<file path="src/rtl/seg_scan_driver.sv">
// rtl/seg_scan_driver.sv - four-digit multiplexed seven-segment driver for packed BCD with sign digit
//
// Scans a latched {sign, hundreds, tens, ones} value onto a common-anode
// display, one digit per REFRESH_DIV cycles. New values are taken only at
// the frame boundary so a frame never mixes two numbers.
//
// Ports:
//   clk         system clock, rising edge
//   reset       synchronous, active-high
//   bcd_in      packed BCD [11:8] hundreds, [7:4] tens, [3:0] ones
//   neg_in      sign flag qualified with bcd_in (1 = minus)
//   bcd_valid   single-cycle strobe sampling bcd_in / neg_in
//   blank_en    level, 1 = suppress leading zeros
//   an          anode enables, active low (an[0] ones, an[3] sign)
//   seg         segments {g,f,e,d,c,b,a}, active low
//   dp          decimal point, active low, always off
//   frame_done  one-cycle pulse on the first cycle of each new frame
module seg_scan_driver #(
    parameter int REFRESH_DIV = 100000
) (
    input  logic        clk,
    input  logic        reset,
    input  logic [11:0] bcd_in,
    input  logic        neg_in,
    input  logic        bcd_valid,
    input  logic        blank_en,
    output logic [3:0]  an,
    output logic [6:0]  seg,
    output logic        dp,
    output logic        frame_done
);

    localparam int            CW      = (REFRESH_DIV > 2) ? $clog2(REFRESH_DIV) : 1;
    localparam logic [CW-1:0] CNT_MAX = CW'(REFRESH_DIV - 1);

    localparam logic [6:0] SEG_BLANK = 7'b1111111;
    localparam logic [6:0] SEG_MINUS = 7'b0111111;

    logic [CW-1:0] cnt;
    logic [1:0]    idx;
    // Low during reset; the first edge after release lights digit 0 without
    // advancing the counter, so digit 0 gets its full REFRESH_DIV cycles.
    logic          running;
    logic [12:0]   pending;   // {sign, hundreds, tens, ones}
    logic [12:0]   shadow;

    logic          tc;
    logic          boundary;
    logic [1:0]    next_idx;
    logic [12:0]   next_shadow;
    logic [6:0]    next_seg;

    function automatic logic [6:0] encode(input logic [3:0] nib);
        case (nib)
            4'd0:    encode = 7'b1000000;
            4'd1:    encode = 7'b1111001;
            4'd2:    encode = 7'b0100100;
            4'd3:    encode = 7'b0110000;
            4'd4:    encode = 7'b0011001;
            4'd5:    encode = 7'b0010010;
            4'd6:    encode = 7'b0000010;
            4'd7:    encode = 7'b1111000;
            4'd8:    encode = 7'b0000000;
            4'd9:    encode = 7'b0010000;
            default: encode = 7'b0000110;  // "E" for non-decimal nibbles
        endcase
    endfunction

    always_comb begin
        tc       = running && (cnt == CNT_MAX);
        boundary = tc && (idx == 2'd3);
        next_idx = tc ? idx + 2'd1 : idx;

        // On the boundary a same-cycle strobe bypasses pending straight into
        // the shadow, so the value shows in the very next digit-0 slot.
        next_shadow = shadow;
        if (boundary) begin
            next_shadow = bcd_valid ? {neg_in, bcd_in} : pending;
        end

        // Outputs are decoded from the post-edge index and shadow so an/seg
        // change on the same edge as the index.
        next_seg = SEG_BLANK;
        case (next_idx)
            2'd0: next_seg = encode(next_shadow[3:0]);
            2'd1: next_seg = (blank_en && next_shadow[11:8] == 4'd0 && next_shadow[7:4] == 4'd0)
                             ? SEG_BLANK : encode(next_shadow[7:4]);
            2'd2: next_seg = (blank_en && next_shadow[11:8] == 4'd0)
                             ? SEG_BLANK : encode(next_shadow[11:8]);
            2'd3: next_seg = next_shadow[12] ? SEG_MINUS : SEG_BLANK;
            default: next_seg = SEG_BLANK;
        endcase
    end

    always_ff @(posedge clk) begin
        if (reset) begin
            cnt        <= '0;
            idx        <= 2'd0;
            running    <= 1'b0;
            pending    <= '0;
            shadow     <= '0;
            an         <= 4'b1111;
            seg        <= SEG_BLANK;
            frame_done <= 1'b0;
        end else begin
            running <= 1'b1;
            if (running) begin
                cnt <= tc ? '0 : cnt + CW'(1);
            end
            idx        <= next_idx;
            shadow     <= next_shadow;
            if (bcd_valid) begin
                pending <= {neg_in, bcd_in};
            end
            an         <= ~(4'b0001 << next_idx);
            seg        <= next_seg;
            frame_done <= boundary;
        end
    end

    assign dp = 1'b1;

endmodule

</file>
<file path="config.mk">
export PLATFORM = sky130hd
export DESIGN_NAME = seg_scan_driver
export DESIGN_NICKNAME = d
export VERILOG_FILES = /design/src/rtl/seg_scan_driver.sv
export SDC_FILE = /design/constraint.sdc
export NUM_CORES = 1
export LEC_CHECK = 0
export CAP_MARGIN = 20
export CORE_MARGIN = 1
export CORE_UTILIZATION = 25
export CTS_CLUSTER_SIZE = 12
export DETAILED_ROUTE_END_ITERATION = 8
export GPL_ROUTABILITY_DRIVEN = 0
export PLACE_DENSITY = 0.43
export RECOVER_POWER = 50
export SKIP_CTS_REPAIR_TIMING = 1
export SYNTH_ARGS = -nofsm -noshare
export SYNTH_HDL_FRONTEND = slang
export SYNTH_SLANG_ARGS = --single-unit
</file>
<file path="constraint.sdc">
create_clock -name clk -period 8.9 [get_ports clk]
set_clock_uncertainty 0.15 [all_clocks]
set_input_delay 0.89 -clock clk [delete_from_list [all_inputs] [get_ports clk]]
set_output_delay 0.89 -clock clk [all_outputs]
set_load 0.005 [all_outputs]
</file>
==> metrics.md <==
| Metric | Value |
|---|---|
| Outcome | `finished, final reports clean` |
| Layout cell share with drive strength beyond 1 | `8.355%` |
| Area Growth Syn to Fin | `22.81%` |
| Most common cell after layout, fill and taps aside | `dfxtp_1` |
| DRC violations left | `0` |
| Post-synth EDFFs | `0` |
| P_sw | `138.6 uW` |
| Internal cell power | `510.2 uW` |
| Number of library cell types mapped by synthesis | `58` |
| Mapped cell area | `0.003115 mm2` |
| Pwr per Cell Area | `169.6 mW/mm2` |
| DIE AREA | `0.01291 mm2` |
| Max FO, Critical Path | `17` |
| RSZ-0062 raised after global routing | `false` |
| Starting DRT DRC Count | `156` |
| Sequential-to-total area share from yosys stat | `37.27%` |
| Die X | `113.6 um` |
| Period minus WS final | `4.008 ns` |
| IO Count | `30` |
| Synth Register Bits | `58` |
| Worst-case vdd ir drop | `85.34 uV` |
| Worst-Skew Late Latency | `0.33 ns` |
| Clk pwr share | `52.9%` |
| Worst slack at placement | `4.527 ns` |
| Post-Syn Area per Cell | `8.851 um2` |
| Initial Utilization | `25.83%` |
| Vias in the first global route | `2453` |
| Async S/R FF share, synth | `0%` |
| Fmax achieved | `249.5 MHz` |
| Ys Warns | `0` |
| Sequential share of power | `41.5%` |
| Worst-Margin Slew | `1.494 ns` |
| Max-slew violations | `0` |
| Final cycle utilization of the critical path | `45.03%` |
| Routed WL per cell | `14.27 um` |
| Clock buffer count from CTS | `9` |
| Vias | `2516` |
| LEAKAGE | `1.545 nW` |
| Largest cells by area after synthesis | `dfxtp_1 37%, ha_1 6.8%, mux2i_1 6.4%` |
| Max incr delay on CP | `1.07 ns` |
| Synth area leader | `dfxtp_1` |
| Sequence of cells on the critical path | `clkdlybuf4s50_1, mux2i_1, nor2_1, a21oi_1, ha_1, and2_1, nand2_1, o31ai_2, nor3_1, o211ai_1` |
| Crit end category | `flip-flop` |
| Post-DP HPWL | `5731 um` |
| Worst endpoint required time | `9.00 ns` |
| Slew margin rel. | `0.3930%` |
| Comb pwr share | `5.7%` |
| Clk slew on worst S/H paths | `0.05 ns` |
| Die Y | `113.6 um` |
| Tot GR Track Use | `13.30%` |
| Fill count | `1280` |
| First-pass GRT wire length | `12920 um` |
| Nature of the critical path startpoint | `primary input` |
| Commonest non-fill, non-tap cells in the layout | `58 x dfxtp_1, 50 x nor2_1, 25 x nand2_1, 20 x mux2i_1, 18 x a21oi_1` |
| Initial antenna violation count | `0` |
| Routed wire length | `7861 um` |
| Worst Setup Slack, final | `4.892 ns` |
| Kind of critical path | `in -> reg` |
| Worst hold path class | `reg -> reg` |
| Synthesized Nets | `386` |
| Net Sw Frac | `21.36%` |
| Max Cap Viol | `0` |
| Port Buffers | `28` |
| Vias per inst | `4.566` |
| Synth Flop Type | `dfxtp_1` |
| First-pass DRT Iterations | `6` |
| DRT antenna net count | `0` |
| Crit path DAT | `4.11 ns` |
| Synth Instances | `352` |
| Clock sink count | `58` |
| Layout Nets | `412` |
| Core Box Area | `0.01206 mm2` |
| Fin. Hold Viols | `0` |
| Final setup viols | `0` |
| Setup TNS | `0 ns` |
| Ant. Diodes | `0` |
| Synth top area share | `37.27%` |
| Crit path max-delay cell type | `clkdlybuf4s50_1` |
| CTS tree | `done` |
| H-Tree Depth | `3` |
| Total gr overflow | `0` |
| Root buffer cell | `clkbuf_16` |
| CTS max path bufs | `2` |
| Largest net degree at the start of global routing | `31` |
| Row count | `40` |
power groups by stage:
stage	registers [mW]	clock network [mW]	logic [mW]
floorplan	0.274	0	0.0211
global placement	0.275	0	0.0380
detailed placement	0.275	0	0.0385
CTS	0.269	0.351	0.0387
global route	0.270	0.366	0.0411
finish	0.269	0.343	0.0367
state kept, by name, indices dropped and copies added, names as in the netlist:
register	cells
cnt	17
pending	13
shadow	13
seg	7
an	4
idx	2
frame_done	1
running	1
final cells by class:
cell class                 count  area [um2]  area share [%]
timing repair buffer          29       284.0           7.423
multi-input combinational    268        1823           47.65
clock inverter                 1       5.005          0.1308
sequential                    58        1161           30.35
tap                          168       210.2           5.494
inverter                      12       45.04           1.177
clock buffer                  15       297.8           7.783
metal layers:
metal	vias to the layer above	global-route usage, %	routed length, um
met4	0	5.000	102
met5	-	0	0
li1	1290	-	-
met1	1195	17.09	3850
met3	7	3.666	220
met2	24	21.18	3687
synth_stat cells, drive strengths merged (10+ instances only):
cell and instances:
inv 12, dfxtp 58, nand2 25, o21ai 10
clkbuf 10, nand3 10, ha 17, mux2i 22
a21oi 18, and2 10, xor2 12, nor2 50
final timing paths:
| kind | slack (ns) | from | end | depth (start not counted) |
|---|---|---|---|---|
| setup reg to reg | 5.19 | cnt[0]$_SDFFE_PP0P_ | seg[4]$_SDFF_PP1_ | 11 |
| hold / removal | 0.33 | cnt[1]$_SDFFE_PP0P_ | cnt[1]$_SDFFE_PP0P_ | 2 |
| setup / recovery | 4.89 | bcd_valid | seg[4]$_SDFF_PP1_ | 10 |
| hold reg to reg | 0.33 | cnt[1]$_SDFFE_PP0P_ | cnt[1]$_SDFFE_PP0P_ | 2 |
worst max-delay path: cells and delay by family:
family,cells,cell delay [ns]
buffers and inverters,1,1.07
AOI/OAI and AO/OA,3,1.02
and+or+nand+nor,4,0.52
muxes,1,0.36
adders and majority gates,1,0.25
cell families (layout without fill, tap and decap cells):
kind of cell               count (synthesis)  in the layout  share of synthesized area [%]
AOI/OAI and AO/OA                         64             64                          13.94
and+or+nand+nor                          141            141                          23.45
adders and majority gates                 17             17                          6.827
DFF                                       58             58                          37.27
xor gates and xnor gates                  15             15                          4.217
other                                      1              1                         0.1204
buffers and inverters                     26             57                          3.856
muxes                                     30             30                          10.32
stage by stage:
step	area, um2	instances	power [mW]	utilization [%]	hold slack (ns)
finish	3826	551	0.6488	31.72	0.3342
global route	3826	551	0.6764	31.72	0.3595
CTS	3841	551	0.6590	31.85	0.3383
detailed placement	3538	535	0.3130	29.34	0.3295
global placement	3538	535	0.3125	29.34	0.3239
floorplan	3115	352	0.2948	-	0.3004
(Power assumes the default switching activity.)
